## src/rtl/mac_accumulator.sv

```systemverilog
// -----------------------------------------------------------------------------
// mac_accumulator
//
// A streaming signed fixed-point multiply-accumulate unit. It computes one
// neuron pre-activation, bias + sum(a_i * w_i), over a vector whose length is
// set when the operation starts. The result has DATA_WIDTH bits with
// 2*D_POINT fraction bits, which is the accumulator format that the
// downstream ReLU/rounding stage expects.
//
// Pipeline: one element is accepted per cycle. It goes into a registered
// product stage (prod_q/prod_v) and then into the accumulate stage.
// DRAIN is the one extra cycle in which the last product is accumulated.
//
// Optional feature (compile-time macro ACC_SATURATE_EN):
//   defined   - each accumulate saturates to the signed DATA_WIDTH range,
//               and sat_flag is set until the next accepted start
//   undefined - the accumulate wraps modulo 2^DATA_WIDTH and sat_flag is 0
//
// Ports:
//   clk        in   clock; all state changes on the rising edge
//   rst_n      in   asynchronous active-low reset
//   start      in   begin a new dot product (sampled only in IDLE)
//   vec_len    in   element count; values above MAX_LEN are clamped
//   bias_in    in   signed bias with D_POINT fraction bits
//   in_valid   in   a_in/w_in are valid
//   in_ready   out  the block accepts an element this cycle
//   a_in       in   signed activation with D_POINT fraction bits
//   w_in       in   signed weight with D_POINT fraction bits
//   acc_out    out  signed result with 2*D_POINT fraction bits
//   out_valid  out  acc_out is valid; held until out_ready
//   out_ready  in   downstream accepts acc_out
//   busy       out  an operation is in progress
//   sat_flag   out  sticky overflow indicator for the current result
// -----------------------------------------------------------------------------
module mac_accumulator #(
    parameter int DATA_WIDTH = 32,
    parameter int Q          = 16,
    parameter int D_POINT    = 8,
    parameter int MAX_LEN    = 256,
    parameter int LEN_W      = $clog2(MAX_LEN + 1)
) (
    input  logic                  clk,
    input  logic                  rst_n,
    input  logic                  start,
    input  logic [LEN_W-1:0]      vec_len,
    input  logic [Q-1:0]          bias_in,
    input  logic                  in_valid,
    output logic                  in_ready,
    input  logic [Q-1:0]          a_in,
    input  logic [Q-1:0]          w_in,
    output logic [DATA_WIDTH-1:0] acc_out,
    output logic                  out_valid,
    input  logic                  out_ready,
    output logic                  busy,
    output logic                  sat_flag
);

    localparam int PW = 2 * Q;

    typedef enum logic [1:0] {
        S_IDLE,
        S_ACCUM,
        S_DRAIN,
        S_DONE
    } state_t;

    state_t                  state;
    logic [LEN_W-1:0]        remaining;
    logic signed [PW-1:0]    prod_q;
    logic                    prod_v;
    logic signed [DATA_WIDTH-1:0] acc;

    logic                    accept;
    logic [LEN_W-1:0]        len_clamped;
    logic signed [PW-1:0]    product;
    logic signed [DATA_WIDTH-1:0] prod_ext;
    logic signed [DATA_WIDTH-1:0] bias_acc;
    logic signed [DATA_WIDTH-1:0] acc_sum;

    // in_ready is a register, so an element is consumed exactly when both
    // sides agree during the cycle before the edge.
    assign accept      = in_valid && in_ready;
    assign len_clamped = (vec_len > LEN_W'(MAX_LEN)) ? LEN_W'(MAX_LEN) : vec_len;

    // The operands are widened as signed values before the multiply, so the
    // full 2Q-bit signed product is kept.
    assign product  = PW'($signed(a_in)) * PW'($signed(w_in));
    assign prod_ext = DATA_WIDTH'(prod_q);

    // The bias has D_POINT fraction bits. Shifting it left by D_POINT aligns
    // it with the 2*D_POINT fraction bits of the products.
    assign bias_acc = DATA_WIDTH'($signed(bias_in)) <<< D_POINT;

    assign acc_out = acc;

`ifdef ACC_SATURATE_EN
    localparam int SW = DATA_WIDTH + 1;
    localparam logic signed [DATA_WIDTH-1:0] ACC_MAX = {1'b0, {(DATA_WIDTH-1){1'b1}}};
    localparam logic signed [DATA_WIDTH-1:0] ACC_MIN = {1'b1, {(DATA_WIDTH-1){1'b0}}};

    logic signed [SW-1:0] sum_wide;
    logic                 sat_hit;
    logic                 sat_q;

    // The extra sum bit detects overflow: the top two bits differ exactly
    // when the true sum is outside the DATA_WIDTH signed range.
    always_comb begin
        // NOTE: every signal is given a value before any branch. A path that
        // leaves a combinational output unassigned would infer a latch.
        sum_wide = SW'(acc) + SW'(prod_ext);
        sat_hit  = 1'b0;
        acc_sum  = sum_wide[DATA_WIDTH-1:0];
        if (sum_wide[SW-1] != sum_wide[SW-2]) begin
            sat_hit = 1'b1;
            acc_sum = sum_wide[SW-1] ? ACC_MIN : ACC_MAX;
        end
    end

    // sat_flag is sticky for one result and is cleared only by an accepted
    // start.
    always_ff @(posedge clk or negedge rst_n) begin
        if (!rst_n) begin
            sat_q <= 1'b0;
        end else if (state == S_IDLE && start) begin
            sat_q <= 1'b0;
        end else if (prod_v && sat_hit) begin
            sat_q <= 1'b1;
        end
    end

    assign sat_flag = sat_q;
`else
    assign acc_sum  = acc + prod_ext;
    assign sat_flag = 1'b0;
`endif

    // The control FSM, the product stage and the accumulate stage are in one
    // block. All outputs are registers.
    always_ff @(posedge clk or negedge rst_n) begin
        if (!rst_n) begin
            state     <= S_IDLE;
            remaining <= '0;
            in_ready  <= 1'b0;
            out_valid <= 1'b0;
            busy      <= 1'b0;
            acc       <= '0;
            prod_q    <= '0;
            prod_v    <= 1'b0;
        end else begin
            // NOTE: non-blocking assignments here. Every right-hand side reads
            // the value from before the edge, so the stages advance in
            // lockstep whatever the statement order.
            prod_v <= accept;
            if (accept) begin
                prod_q <= product;
            end

            if (prod_v) begin
                acc <= acc_sum;
            end

            case (state)
                S_IDLE: begin
                    if (start) begin
                        // This load overrides the accumulate above. prod_v is
                        // always low in IDLE, so nothing is lost.
                        acc  <= bias_acc;
                        busy <= 1'b1;
                        if (vec_len == '0) begin
                            remaining <= '0;
                            state     <= S_DRAIN;
                        end else begin
                            remaining <= len_clamped;
                            in_ready  <= 1'b1;
                            state     <= S_ACCUM;
                        end
                    end
                end

                S_ACCUM: begin
                    if (accept) begin
                        remaining <= remaining - 1'b1;
                        if (remaining == LEN_W'(1)) begin
                            in_ready <= 1'b0;
                            state    <= S_DRAIN;
                        end
                    end
                end

                S_DRAIN: begin
                    // The last product is accumulated on this edge.
                    out_valid <= 1'b1;
                    state     <= S_DONE;
                end

                S_DONE: begin
                    if (out_ready) begin
                        out_valid <= 1'b0;
                        busy      <= 1'b0;
                        state     <= S_IDLE;
                    end
                end

                default: begin
                    state <= S_IDLE;
                end
            endcase
        end
    end

endmodule

```

## config.mk

```make
export PLATFORM = sky130hd
export DESIGN_NAME = mac_accumulator
export DESIGN_NICKNAME = d
export VERILOG_FILES = /design/src/rtl/mac_accumulator.sv
export SDC_FILE = /design/constraint.sdc
export NUM_CORES = 1
export LEC_CHECK = 0
export ABC_AREA = 1
export BUFFER_PORTS_ARGS = -buffer_cell sky130_fd_sc_hd__buf_2
export CORE_UTILIZATION = 45
export CTS_BUF_LIST = sky130_fd_sc_hd__clkbuf_4
export DETAILED_ROUTE_END_ITERATION = 16
export HOLD_SLACK_MARGIN = 0.15
export PLACE_DENSITY = 0.62
export SLEW_MARGIN = 40
export SYNTH_ARGS = -nofsm -noshare
export SYNTH_HDL_FRONTEND = slang
export SYNTH_SLANG_ARGS = --single-unit
```

## constraint.sdc

```tcl
create_clock -name clk -period 3 [get_ports clk]
set_clock_uncertainty 0.05 [all_clocks]
set_input_delay 0.3 -clock clk [delete_from_list [all_inputs] [get_ports clk]]
set_output_delay 0.3 -clock clk [all_outputs]
set_load 0.02 [all_outputs]
```

* After elaboration in Yosys (flattened, before gate mapping) *
Cells that the tools add are included.
W data, S select, Z words.

storage, ports and cells
  bits in read-only memories = 0
  memory bits (writable) = 0
  flip-flop bits (word level) = 79
  word-level logic and storage cells = 55
  bits in latches = 0
  output and inout bits = 36
  input port bits = 62
  memories kept = 0

cells by class
  mux-type cells = 23
  magnitude comparators = 1
  multipliers = 1
  shifts and indexed selects = 0
  bitwise gates (word level) = 0
  equality and inequality tests = 9
  $add $sub $neg = 2
  div/mod/pow operators = 0
  reduce and logical (&&, ||, !) cells = 11

operators by type and width
  kind                   count
  $mux W32               3
  $mux W9                4
  $add A32 B32 Y32       1
  $mul A16 B16 Y32       1
  $pmux W9 S2            1
  $mux W2                5
  $ne A2 B2 Y1 const B   5
  $eq A9 B1 Y1 const B   1
  $gt A9 B9 Y1 const B   1
  $logic_not A9 Y1       1
  $sub A9 B1 Y9 const B  1
  $pmux W2 S4            1
  $mux W1                6
  $pmux W1 S2            3
  $reduce_and A3 Y1      2
  $reduce_bool A2 Y1     3
  $reduce_and A5 Y1      1
  $eq A2 B2 Y1 const B   2
  $reduce_and A4 Y1      1
  $eq A2 B1 Y1 const B   1
  $logic_not A2 Y1       1
  $reduce_and A2 Y1      1
  $logic_and A1 B1 Y1    1

* Depth between registers and ports, before layout *
  depth in word-level cells = 5
  depth in mapped cells = 27
  mapped depth without buffers = 25

* Worst setup path after synthesis *
Ideal clock, no wire load.

  path kind = in2reg
  from = input w_in[5]
  to = register prod_q[29] (netlist: prod_ext[29])
  arrival = 5361 ps
  stages = 22
  buffers on the path = 2
  path slack = -2529 ps
  setup time = 117 ps
  required time = 2833 ps
  path through = clkbuf_1 clkbuf_1 nand2_1 fa_1 inv_1 fa_1 fa_1 fa_1 fa_1 inv_1 fa_1 inv_1 ha_1 nand2_1 nor2_1 inv_1 nor3_1 o21ai_0 nand3_1 nand2_1 nand3_1 nand2_1

between the ends
  word-level cells in the longest chain between the ends = 1

ends and longest elaborated chain
  element                 line  source
  start: declaration      50    input logic [Q-1:0] w_in,
  $mul A16 B16 Y32        87    assign product = PW'($signed(a_in)) * PW'($signed(w_in));
  end signal: assignment  155   prod_q <= product;
  end: declaration        69    logic signed [PW-1:0] prod_q;

No other way between the ends.
A chain may end at the register's enable or synchronous reset.

* Worst setup path after layout *
  from = input a_in[15]
  to = register prod_q[29] (netlist: prod_ext[29])

between the ends
  word-level cells in the longest chain between the ends = 1

ends and longest elaborated chain
  element             line  source
  start: declaration  49    input logic [Q-1:0] a_in,
  $mul A16 B16 Y32    87

No other way between the ends.

==> flow_summary.yaml <==
min_path:
  hold_path_depth: 5
  holdPathEnd: "remaining[8]$_DFFE_PN0P_"
  timing.hold.worst.start: "vec_len[8]"
  hp-class: "in -> reg"
worst_setup_path:
  cp.required_ns: 3.33
  crit_arrival_ns: 5.28
  rr_startpoint: "acc_out[24]$_DFF_PN0_"
  cp-end-kind: "flip-flop"
  worstReg2RegEnd: "acc_out[26]$_DFF_PN0_"
  cp_max_fo: 5
  r2r_slack_ns: 0.68
  path_class: "in -> reg"
  cp-start-kind: "primary input"
  ff2ff_path_depth: 10
routing:
  vias: 14696
  ant_nets: 0
  dr.pass1.iters: 5
  wire_per_inst_um: 15.65
  drt-initial-drc-count: 954
  drc_errors: 0
  via_per_inst: 5.028
  wl_um: 45740
synth:
  async_flop_share_pct: 100.0
  synth_cell_types: 46
  yosys_most_used_dff: "dfrtp_1"
  syn_nets: 2633
  yosys_register_bits: 79
  yosysSeqAreaShare_pct: 12.29
  synth_edf_count: 0
  syn_area_per_cell_um2: 7.351
  netlist_instances: 2188
  yosys_warnings: 0
  netlist_top_cells_area: "fa_1 (33%), nand2_1 (13%), inv_1 (12%)"
  synth_top_area_share_pct: 32.74
  syn_area_um2: 16080
  synth_top_cell_by_area: "fa_1"
cells_and_area:
  final_cell_mix: "nand2_1 (498), inv_1 (451), fa_1 (239), buf_4 (163), nor2_1 (100)"
  nets: 2907
  drive_above_1_share_pct: 27.12
  layout_commonest_cell: "nand2_1"
  syn2layout_area_growth_pct: 30.25
  stdcell_area_um2: 20950
timing:
  tightest_slew_ns: 0.8030
  finalMaxSlewViolations: 0
  rsz0062_at_grt: "yes"
  setup_tns_ns: -40.29
  period_needed_ns: 4.946
  setup_viol: 26
  min_period_over_period_pct: 164.9
  max_freq_mhz: 202.2
  fin_ws_ns: -1.946
  maxSlewHeadroom_pct: 45.90
  final-hold-violation-count: 0
  hold_ws_ns: 0.2029
clocking:
  numCtsBuffers: 9
  clock_sinks: 79
  clkLatencyLatePin_ns: 0.47
  htree_num_levels: 3
  root_buffer: "clkbuf_4"
  clkTransAtPathRegs_ns: 0.13
  tritoncts: "built"
  clk_path_buf_depth: 2
outcome:
  outcome: "finished with violations"
  failed_checks: "setup timing"
place:
  port_buffers: 96
  dp_hpwl_um: 37660
  dpl_worst_slack_ns: -2.801
  gp_congestion: 0.9843
  dpl-instance-area_um2: 18770
die:
  die_h_um: 191.1
  num_rows: 68
  fp.dieW_um: 191.1
  boundaryPins: 98
  die-area_um2: 36500
  initial_core_util_pct: 46.10
  core-area_um2: 34880
global_route:
  antenna_found_initial: 1
  use_met1_pct: 36.28
  grt_use_total_pct: 26.45
  use_met3_pct: 3.415
  grt_overflow: 0
  top_usage_layer: "met2"
  grt_pass1_vias: 15402
  grt_max_degree: 80
  grt_use_met2_pct: 45.40
  grt_pass1_wl_um: 75920
job:
  max-cap-violations: 0
[cell usage after synthesis (all sizes together), types with 4 or more instances]
library cell and instances:
ha 120, inv 534, o21ai 75, nor3 14
clkbuf 70, a31oi 10, nand2 570, dfrtp 79
buf 7, xnor2 16, nor2 144, nand4 17
a21oi 120, nand3b 10, xor2 9, o21a 4
o21bai 10, or2 14, fa 263, nand3 81
[how the worst max path moves through the flow]
stage	end	start	slack [ns]	cells after the start
after floorplan	prod_ext[29]$_DFFE_PN0P_	w_in[5]	-2.06	22
after global placement	prod_ext[29]$_DFFE_PN0P_	a_in[15]	-2.85	21
after detailed placement	prod_ext[29]$_DFFE_PN0P_	a_in[15]	-2.80	21
after CTS	prod_ext[30]$_DFFE_PN0P_	a_in[15]	-1.86	22
after global routing	prod_ext[29]$_DFFE_PN0P_	a_in[15]	-2.07	23
final	prod_ext[29]$_DFFE_PN0P_	a_in[15]	-1.95	23
[metal layers]
| metal | vias to the layer above | part of all wire, % |
|---|---|---|
| met5 | - | 0 |
| met4 | 0 | 1.1 |
| met3 | 45 | 4.9 |
| met2 | 338 | 49 |
| met1 | 7229 | 45 |
| li1 | 7084 | - |
[state kept, by name, indices dropped and copies added, names as in the netlist]
| name | flops |
|---|---|
| in_ready | 1 |
| out_valid | 1 |
| busy | 1 |
| prod_ext | 32 |
| remaining | 9 |
| state | 2 |
| acc_out | 32 |
| prod_v | 1 |
[per-stage QoR]
step                instances  utilization, %
finish                   2923           60.05
global route             2923           60.05
CTS                      2909           58.40
detailed placement       2835           53.79
global placement         2835           53.78
floorplan                2188               -
[what timing repair did]
item / in CTS / in global routing
endpoints found under the hold margin: 104 / 0
cloned: 1 / 0
setup endpoints to repair: 27 / 26
resized for setup: 281 / 135
pin swaps: 113 / 78
hold buffers: 26 / 0
setup buffers: 31 / 14
[critical path, cell delays in order]
cell	delay (ns)
buf_12	0.12
buf_8	0.13
nand2_4	0.07
inv_4	0.04
fa_2	0.50
buf_6	0.14
fa_1	0.53
inv_2	0.05
fa_1	0.55
inv_2	0.04
fa_1	0.48
fa_1	0.58
fa_1	0.46
ha_4	0.29
buf_6	0.10
nand2_4	0.05
buf_6	0.12
nor3_4	0.28
nand3_2	0.17
nand3_2	0.08
nand2_1	0.05
nand3_1	0.07
nand2_1	0.06
[cells by family after synthesis]
logic type	after synthesis	synth area share, %
and+or+nand+nor	855	21.81
buffers and inverters	611	14.32
adders and majority gates	383	42.07
AOI/OAI and AO/OA	234	8.122
DFF	79	12.29
xor gates and xnor gates	25	1.361
other	1	0.02332
[final cells by class]
| cell class | count | area (um^2) |
|---|---|---|
| Sequential cell | 79 | 1977 |
| Multi-Input combinational cell | 1498 | 13290 |
| Fill cell | 3213 | 13930 |
| Inverter | 534 | 2023 |
| Clock inverter | 6 | 61.31 |
| Clock buffer | 10 | 75.07 |
| Tap cell | 455 | 569.3 |
| Antenna cell | 1 | 2.502 |
| Timing Repair Buffer | 340 | 2953 |
Power is left out: the tool's default activity adds up to more than one toggle a clock period on the data nets, which glitch-free logic cannot reach.
